==> src/rtl/mcr_dial_encoder.sv <==
`default_nettype none
// ============================================================================
// Module      : mcr_dial_encoder
// Description : Produces the absolute dial angle for the MCR1 Kick input.
//               Two motion sources drive one shared position accumulator.
//               The first source is digital left/right motion, paced by the
//               rising edges of vsync and sped up when the button is held.
//               The second source is the relative spinner word from hps_io.
// Ports       : i_clk       system clock (clk_sys)
//               i_reset     synchronous, active-high reset
//               i_fast      force the fast digital step
//               i_minus     digital counter-clockwise
//               i_plus      digital clockwise
//               i_strobe    frame pacing level (vsync); rising edge = tick
//               i_spin_in   [8] toggles per sample, [7:0] signed delta
//               o_spin_out  integer part of the accumulator
// Revision    : 1.0 - initial release
// ============================================================================
module mcr_dial_encoder #(
    parameter int ANGLE_W      = 4,
    parameter int FRAC_W       = 4,
    parameter int DIG_STEP     = 8,
    parameter int FAST_SHIFT   = 1,
    parameter int ACCEL_FRAMES = 16
) (
    input  logic               i_clk,
    input  logic               i_reset,
    input  logic               i_fast,
    input  logic               i_minus,
    input  logic               i_plus,
    input  logic               i_strobe,
    input  logic [8:0]         i_spin_in,
    output logic [ANGLE_W-1:0] o_spin_out
);

    localparam int c_pos_w = ANGLE_W + FRAC_W;
    localparam int c_cnt_w = $clog2(ACCEL_FRAMES + 1);

    localparam logic [c_cnt_w-1:0] c_accel_cnt  = c_cnt_w'(ACCEL_FRAMES);
    localparam logic [c_cnt_w-1:0] c_cnt_one    = c_cnt_w'(1);
    localparam logic [c_pos_w:0]   c_dstep_slow = (c_pos_w + 1)'(DIG_STEP);
    localparam logic [c_pos_w:0]   c_dstep_fast = (c_pos_w + 1)'(DIG_STEP << FAST_SHIFT);

    typedef enum logic [1:0] {
        S_IDLE  = 2'd0,
        S_SLOW  = 2'd1,
        S_ACCEL = 2'd2
    } state_t;

    state_t               r_state;
    logic [c_pos_w-1:0]   r_pos;
    logic [c_cnt_w-1:0]   r_hold_cnt;
    logic                 r_dir_plus;     // direction latched on the current run
    logic                 r_strobe_d;
    logic                 r_tog_d;

    logic                 w_stb_ev;
    logic                 w_spn_ev;
    logic                 w_dir;
    logic                 w_reversed;
    logic [c_cnt_w-1:0]   w_cnt_inc;
    logic [c_pos_w:0]     w_dstep;
    logic [c_pos_w:0]     w_dig_delta;
    logic [c_pos_w:0]     w_ana_raw;
    logic [c_pos_w:0]     w_ana_delta;
    logic [c_pos_w:0]     w_sum;

    assign w_stb_ev   = i_strobe & ~r_strobe_d;
    assign w_spn_ev   = i_spin_in[8] ^ r_tog_d;
    assign w_dir      = i_plus ^ i_minus;
    assign w_reversed = (i_plus != r_dir_plus);

    // The counter stops at all-ones so that a long press never wraps back to slow.
    assign w_cnt_inc  = (r_hold_cnt == '1) ? r_hold_cnt : r_hold_cnt + c_cnt_one;

    // The step size depends on the state before this tick's FSM update.
    // The fast input and the ACCEL state share a single shift, so they do not stack.
    assign w_dstep     = (i_fast || (r_state == S_ACCEL)) ? c_dstep_fast : c_dstep_slow;
    assign w_dig_delta = !(w_stb_ev && w_dir) ? '0 :
                         i_plus ? w_dstep : (~w_dstep + 1'b1);

    // Sign-extend the spinner delta to the accumulator width plus one bit.
    if (c_pos_w + 1 > 8) begin : g_astep_ext
        assign w_ana_raw = {{(c_pos_w + 1 - 8){i_spin_in[7]}}, i_spin_in[7:0]};
    end else if (c_pos_w + 1 == 8) begin : g_astep_eq
        assign w_ana_raw = i_spin_in[7:0];
    end else begin : g_astep_trunc
        assign w_ana_raw = i_spin_in[c_pos_w:0];
    end

    assign w_ana_delta = w_spn_ev ? w_ana_raw : '0;

    // Both sources are summed in one cycle. The carry-out is dropped so that
    // motion wraps modulo 2^POS_W in both directions.
    assign w_sum = {1'b0, r_pos} + w_dig_delta + w_ana_delta;

    always_ff @(posedge i_clk) begin
        if (i_reset) begin
            r_pos      <= '0;
            r_state    <= S_IDLE;
            r_hold_cnt <= '0;
            r_dir_plus <= 1'b0;
            // Load the edge detectors from the live inputs. A level that is
            // already present at reset release does not count as an event.
            r_strobe_d <= i_strobe;
            r_tog_d    <= i_spin_in[8];
        end else begin
            r_strobe_d <= i_strobe;
            r_tog_d    <= i_spin_in[8];
            r_pos      <= w_sum[c_pos_w-1:0];

            if (w_stb_ev) begin
                case (r_state)
                    S_IDLE: begin
                        if (w_dir) begin
                            r_state    <= S_SLOW;
                            r_hold_cnt <= c_cnt_one;
                            r_dir_plus <= i_plus;
                        end
                    end
                    S_SLOW: begin
                        if (!w_dir) begin
                            r_state    <= S_IDLE;
                            r_hold_cnt <= '0;
                        end else if (w_reversed) begin
                            r_hold_cnt <= c_cnt_one;
                            r_dir_plus <= i_plus;
                        end else begin
                            r_hold_cnt <= w_cnt_inc;
                            if (w_cnt_inc >= c_accel_cnt) begin
                                r_state <= S_ACCEL;
                            end
                        end
                    end
                    S_ACCEL: begin
                        if (!w_dir) begin
                            r_state    <= S_IDLE;
                            r_hold_cnt <= '0;
                        end else if (w_reversed) begin
                            r_state    <= S_SLOW;
                            r_hold_cnt <= c_cnt_one;
                            r_dir_plus <= i_plus;
                        end else begin
                            r_hold_cnt <= w_cnt_inc;
                        end
                    end
                    default: begin
                        r_state    <= S_IDLE;
                        r_hold_cnt <= '0;
                    end
                endcase
            end
        end
    end

    assign o_spin_out = r_pos[c_pos_w-1:FRAC_W];

endmodule
`default_nettype wire

==> config.mk <==
export PLATFORM = sky130hd
export DESIGN_NAME = mcr_dial_encoder
export DESIGN_NICKNAME = d
export VERILOG_FILES = /design/src/rtl/mcr_dial_encoder.sv
export SDC_FILE = /design/constraint.sdc
export NUM_CORES = 1
export LEC_CHECK = 0
export BUFFER_PORTS_ARGS = -buffer_cell sky130_fd_sc_hd__buf_2
export CAP_MARGIN = 30
export CORE_UTILIZATION = 50
export DETAILED_ROUTE_END_ITERATION = 10
export GPL_TIMING_DRIVEN = 0
export HOLD_SLACK_MARGIN = 0.1
export PLACE_DENSITY = 0.68
export RECOVER_POWER = 100
export SYNTH_ARGS = -nofsm -noshare
export SYNTH_HDL_FRONTEND = slang
export SYNTH_SLANG_ARGS = --single-unit
==> constraint.sdc <==
create_clock -name i_clk -period 5.67 [get_ports i_clk]
set_input_delay 1.701 -clock i_clk [delete_from_list [all_inputs] [get_ports i_clk]]
set_output_delay 1.701 -clock i_clk [all_outputs]
set_load 0.05 [all_outputs]
==> flow_metrics.tcl, run 1 <==
set metrics [dict create \
    status "complete, no violations" \
    netlist.area_leader.share 0.261 \
    max_freq_mhz 246 \
    ant_nets 0 \
    setup_viol 0 \
    drv_cap 0 \
    cts_buffer_depth 2 \
    grt-ovfl-total 0 \
    avgSynthCellArea_um2 9.13 \
    finalWorstSetupSlack_ps 1610 \
    synth.distinct_cells 44 \
    cts_tree "done" \
    grt_max_degree 11 \
    fin_crit_sh 0.717 \
    ir_drop_v 0.000303 \
    finalWirelength_mm 2.59 \
    die_w_um 54.5 \
    hold_viol_final 0 \
    cp_max_fo 8 \
    pin_count 19 \
    synth.area.top_cells "dfxtp_1, ha_1, fa_1" \
    place_congestion 0.828 \
    synthesis.instances 151 \
    fin_setup_tns_ps 0 \
    dr.first_iter.drc_count 11 \
    n_antenna_cell 0 \
    critPathTopFamily "adder cells" \
    cts_made_buffers 3 \
    grt_util_all_layers 0.203 \
    grt_pass1_wl_mm 4.31 \
    power_density_nw_per_um2 295 \
    max-slew-margin-rel 0.370 \
    path_buf_inv 1 \
    drtPass1Iterations 4 \
    synth_top_cell_by_area "dfxtp_1" \
    synthFlopType "dfxtp_1" \
    num_rows 18 \
    yosysSeqAreaShare 0.261 \
    syn_nets 185 \
    worst_pin_slew_ps 931 \
    synth_edf_count 0 \
    layout.nets 206 \
    critPathSlowestCell "xor2_1" \
    layout-drive-gt1-share 0.140 \
    rsz0062_at_grt "false" \
    crit_path_end_kind "flop" \
    critPathMaxStageDelay_ps 520 \
    die_area_um2 2970 \
    crit_chain "clkbuf_1, xor2_1, and2_0, ha_1, ha_1, fa_1, a211o_1, a21o_1, a211oi_1, mux2_2" \
    viasPerCell 5.57 \
    synth-seq-cells 18 \
    synth_area_um2 1380 \
    cts_hold_buf 0 \
    core_area_um2 2540 \
    clk_pin_slew_ps 110 \
    post_cts_resized 0 \
    critPathKind "input port to flop" \
    synthArstFlopShare 0 \
    antenna_found_initial 0 \
    finalMaxSlewViolations 0 \
    yosysWarnings 0 \
    crit_path_frequent_cell "ha_1" \
    drc 0 \
    required_ps 5920 \
    layout_min_cycle_time_ps 4060 \
    clock_latency_ps 290 \
    p_leak_nw 0.674 \
    vias 1120 \
    grt_pass1_vias 1031 \
    syn_to_final_growth_pct 9.62 \
    wire_per_inst_um 12.9 \
    cts_setup_buffers 0 \
    dp_hpwl_mm 2.03 \
    io_buffers 16 \
    fin_skew_ps 4.54 \
    start_util 0.542 \
    startpoint_type "input port" \
    cts_root_buf "clkbuf_4" \
    cts_sinks 18 \
    cp.arrival_ps 4310 \
    die_y_um 54.5 \
    hp-class "flop to flop" \
    htree_levels 1 \
    dpl_worst_slack_ps 1300 \
]
-- placed cells by master, fill, tap and decap left out, types with 2 or more instances in the layout --
master,instances
nor4b_1,4
nor3_1,3
o21ai_0,9
nor2b_1,3
xnor2_1,5
clkbuf_4,3
o211ai_1,3
nor2_1,11
inv_1,11
ha_1,14
a21oi_1,7
clkbuf_1,9
dfxtp_1,18
nand2b_1,3
and2_0,3
fa_1,5
nand2_1,6
a21o_1,3
a211oi_1,2
and2_1,6
xor2_1,5
buf_4,5
buf_2,9
-- worst min-delay path, delay by kind of cell, from the launching register on --
kind,cells,cell delay [ps]
AO/OA/AOI/OAI,1,70
buffers and inverters,1,70
flip-flops,1,350
-- cell usage after synthesis (2+ instances only) --
| master | count |
|---|---|
| dfxtp_1 | 18 |
| o21ai_0 | 9 |
| nor3_1 | 3 |
| and2_1 | 9 |
| nand2_1 | 6 |
| a211oi_1 | 2 |
| clkbuf_1 | 2 |
| a21o_1 | 3 |
| inv_1 | 11 |
| xnor2_1 | 5 |
| fa_1 | 5 |
| nor2b_1 | 3 |
| nand2b_1 | 3 |
| xor2_1 | 5 |
| nor2_1 | 11 |
| a21oi_1 | 7 |
| buf_4 | 5 |
| o211ai_1 | 3 |
| nor4b_1 | 3 |
| ha_1 | 14 |
-- power breakdown --
group | switching, mW | internal [mW] | leakage [nW]
logic | 0.120 | 0.0877 | 0.505
registers | 0.0124 | 0.145 | 0.148
clock network | 0.0413 | 0.0391 | 0.0210
total | 0.173 | 0.272 | 0.674
-- state kept, by name (all words and copies together), names as in the netlist --
name and cells:
r_dir_plus 1, r_hold_cnt 5, r_pos 8, r_state 2, r_strobe_d 1, r_tog_d 1
-- kinds of logic after synthesis --
logic type	after synthesis	share of synthesized area
AO/OA/AOI/OAI	33	0.160
XOR/XNOR	11	0.0753
adder cells (fa/ha/maj)	19	0.200
buffers and inverters	19	0.0708
flip-flops	18	0.261
multiplexers	3	0.0236
AND/OR/NAND/NOR	48	0.210
-- per-stage QoR --
| stage | std cells | hold slack (ps) | instance area, µm² | power, mW | util |
|---|---|---|---|---|---|
| 5_1_grt | 201 | 547 | 1510 | 0.477 | 0.594 |
| 3_5_place_dp | 197 | 506 | 1500 | 0.371 | 0.588 |
| 4_1_cts | 201 | 523 | 1530 | 0.454 | 0.602 |
| 2_1_floorplan | 151 | 474 | 1380 | 0.331 | - |
| 3_3_place_gp | 197 | 499 | 1500 | 0.365 | 0.588 |
| 6_report | 201 | 526 | 1510 | 0.445 | 0.594 |
-- layer usage --
layer / GRT usage / share of wire
met3: 0.0250 / 0.042
met1: 0.257 / 0.49
met2: 0.354 / 0.46
met4: 0.0641 / 0.0089
met5: 0 / 0
-- area by class of cell --
| cell class | instances | area, µm² |
|---|---|---|
| Fill cell | 253 | 1030 |
| Tap cell | 30 | 37.5 |
| Sequential cell | 18 | 360 |
| Clock buffer | 4 | 36.3 |
| Inverter | 11 | 41.3 |
| Multi-Input combinational cell | 114 | 908 |
| Timing Repair Buffer | 16 | 71.3 |
| Buffer | 8 | 56.3 |
-- final timing paths --
path                      start            end  slack [ps]  depth (start not counted)
hold / removal    r_hold_cnt[1]  r_hold_cnt[1]         530                          2
hold reg to reg   r_hold_cnt[1]  r_hold_cnt[1]         530                          2
setup reg to reg        r_tog_d       r_pos[7]        2790                          9
setup / recovery   i_spin_in[8]       r_pos[7]        1610                         10
No activity file was read; power rests on OpenSTA's default activity.
==> run 2, diff against run 1 <==
--- a/config.mk
+++ b/config.mk
@@ -11,7 +11,7 @@
 export DETAILED_ROUTE_END_ITERATION = 10
 export GPL_TIMING_DRIVEN = 0
 export HOLD_SLACK_MARGIN = 0.1
-export PLACE_DENSITY = 0.68
+export PLACE_DENSITY = 0.71
 export RECOVER_POWER = 100
 export SYNTH_ARGS = -nofsm -noshare
 export SYNTH_HDL_FRONTEND = slang
==> constraint.sdc (replaced) <==
create_clock -name i_clk -period 3.34 [get_ports i_clk]
set_input_delay 1.002 -clock i_clk [delete_from_list [all_inputs] [get_ports i_clk]]
set_output_delay 1.002 -clock i_clk [all_outputs]
set_load 0.05 [all_outputs]
==> flow_metrics.tcl, run 2 (synthesis gave the netlist of run 1 again) <==
set metrics [dict create \
    fillers 227 \
    cts_setup_buffers 0 \
    wire_per_inst_um 13.0 \
    drv_cap 0 \
    ant_nets 0 \
    cp_max_fo 8 \
    io_buffers 16 \
    cts_buffer_depth 2 \
    layout-drive-gt1-share 0.147 \
    cts_tree "done" \
    grt_pass1_wl_mm 4.11 \
    regMostFlops "r_pos" \
    critPathSlowestCell "or3b_2" \
    crit_chain "buf_2, xor2_2, and2_0, fa_1, ha_1, or3b_2, o311ai_0" \
    rsz0062_at_grt "false" \
    max_freq_mhz 317 \
    vias 1095 \
    crit_path_end_kind "flop" \
    finalPower_uw 734 \
    cp.depth 7 \
    power_density_nw_per_um2 487 \
    cp.arrival_ps 3310 \
    switchingPower_uw 294 \
    hold_slack_ps 522 \
    cts_sinks 18 \
    gr-usage-met1 0.256 \
    switching_share 0.401 \
    num_rows 18 \
    grt_pass1_vias 982 \
    reg2reg_depth 11 \
    grt_max_degree 11 \
    critPathKind "input port to flop" \
    grt_util_all_layers 0.194 \
    antenna_found_initial 0 \
    die_y_um 54.5 \
    clk_pin_slew_ps 100 \
    fin_util 0.592 \
    drc 0 \
    hp-class "flop to flop" \
    layout.nets 206 \
    n_antenna_cell 0 \
    status "complete, no violations" \
    top_usage_layer "met2" \
    core_area_um2 2540 \
    fin_skew_ps 1.39 \
    setup_viol 0 \
    largest_reg_flops 8 \
    max-slew-margin-rel 0.449 \
    place_congestion 0.802 \
    dr.first_iter.drc_count 24 \
    fin_setup_tns_ps 0 \
    cts_made_buffers 3 \
    cts_root_buf "clkbuf_4" \
    critPathMaxStageDelay_ps 490 \
    seq_power_share 0.364 \
    die_w_um 54.5 \
    p_leak_nw 0.672 \
    p_int_uw 439 \
    die_area_um2 2970 \
    start_util 0.542 \
    worst_pin_slew_ps 815 \
    cts_hold_buf 0 \
    gr-usage-met3 0.0250 \
    layout_min_cycle_time_ps 3150 \
    critPathTopFamily "adder cells" \
    fin_crit_sh 0.945 \
    hold_viol_final 0 \
    required_ps 3500 \
    finalMaxSlewViolations 0 \
    reg.largest.list "r_pos x8, r_hold_cnt x5, r_state x2" \
    viasPerCell 5.48 \
    mostFrequentLayoutCell "dfxtp_1" \
    finalWirelength_mm 2.61 \
    pwr-share-clk 0.148 \
    dp_hpwl_mm 2.08 \
    globalRouteMet2Util 0.317 \
    pin_count 19 \
    layout_common_cells "dfxtp_1, ha_1, inv_1, nor2_1, buf_2" \
    startpoint_type "input port" \
    path_buf_inv 1 \
    htree_levels 1 \
    clock_latency_ps 290 \
    whs_path_depth 2 \
    grt-ovfl-total 0 \
    comb_power_share 0.487 \
    drtPass1Iterations 4 \
    ir_drop_v 0.000467 \
    syn_to_final_growth_pct 9.26 \
]
## run 2: per-layer routing
metal  vias to the layer above  part of all wire
met1                       512              0.51
met4                         0            0.0058
met3                         2             0.027
li1                        564                 -
met5                         -                 0
met2                        17              0.46
## run 2: final timing paths
path / startpoint / end / slack, ps
worst min register to register: r_hold_cnt[3] / r_hold_cnt[3] / 520
worst min-delay path: r_hold_cnt[3] / r_hold_cnt[3] / 520
worst max-delay path: i_spin_in[8] / r_pos[6] / 190
worst max register to register: r_state[0] / r_pos[7] / 460
## run 2: worst min-delay path, delay by kind of cell (launching register included)
kind	cells	cell delay (ps)
flip-flops	1	350
AO/OA/AOI/OAI	1	70
buffers and inverters	1	60
## run 2: what timing repair did
item / in CTS / in global routing
gates resized for setup: 0 / 1
endpoints found under the setup margin: 0 / 2
endpoints found under the hold margin: 0 / 0
## run 2: cell type report
type | count | area (µm²) | area share
Buffer | 8 | 56.3 | 0.0374
Timing Repair Buffer | 16 | 72.6 | 0.0482
Clock buffer | 3 | 22.5 | 0.0150
Multi-Input combinational cell | 114 | 916 | 0.608
Tap cell | 30 | 37.5 | 0.0249
Sequential cell | 18 | 360 | 0.239
Inverter | 11 | 41.3 | 0.0274
## run 2: power by group through the flow
stage               clock, mW  combinational [mW]  sequential, mW
finish                  0.109               0.357           0.267
detailed placement          0               0.360           0.273
floorplan                   0               0.295           0.268
global route            0.123               0.394           0.273
global placement            0               0.347           0.270
CTS                     0.114               0.363           0.268
## run 2: per-stage QoR
| stage | setup slack, ps | cell area [µm²] | cells |
|---|---|---|---|
| floorplan | 129 | 1380 | 151 |
| global placement | -230 | 1500 | 197 |
| detailed placement | -273 | 1500 | 197 |
| CTS | 27.9 | 1520 | 200 |
| global route | 36.6 | 1510 | 200 |
| finish | 185 | 1510 | 200 |
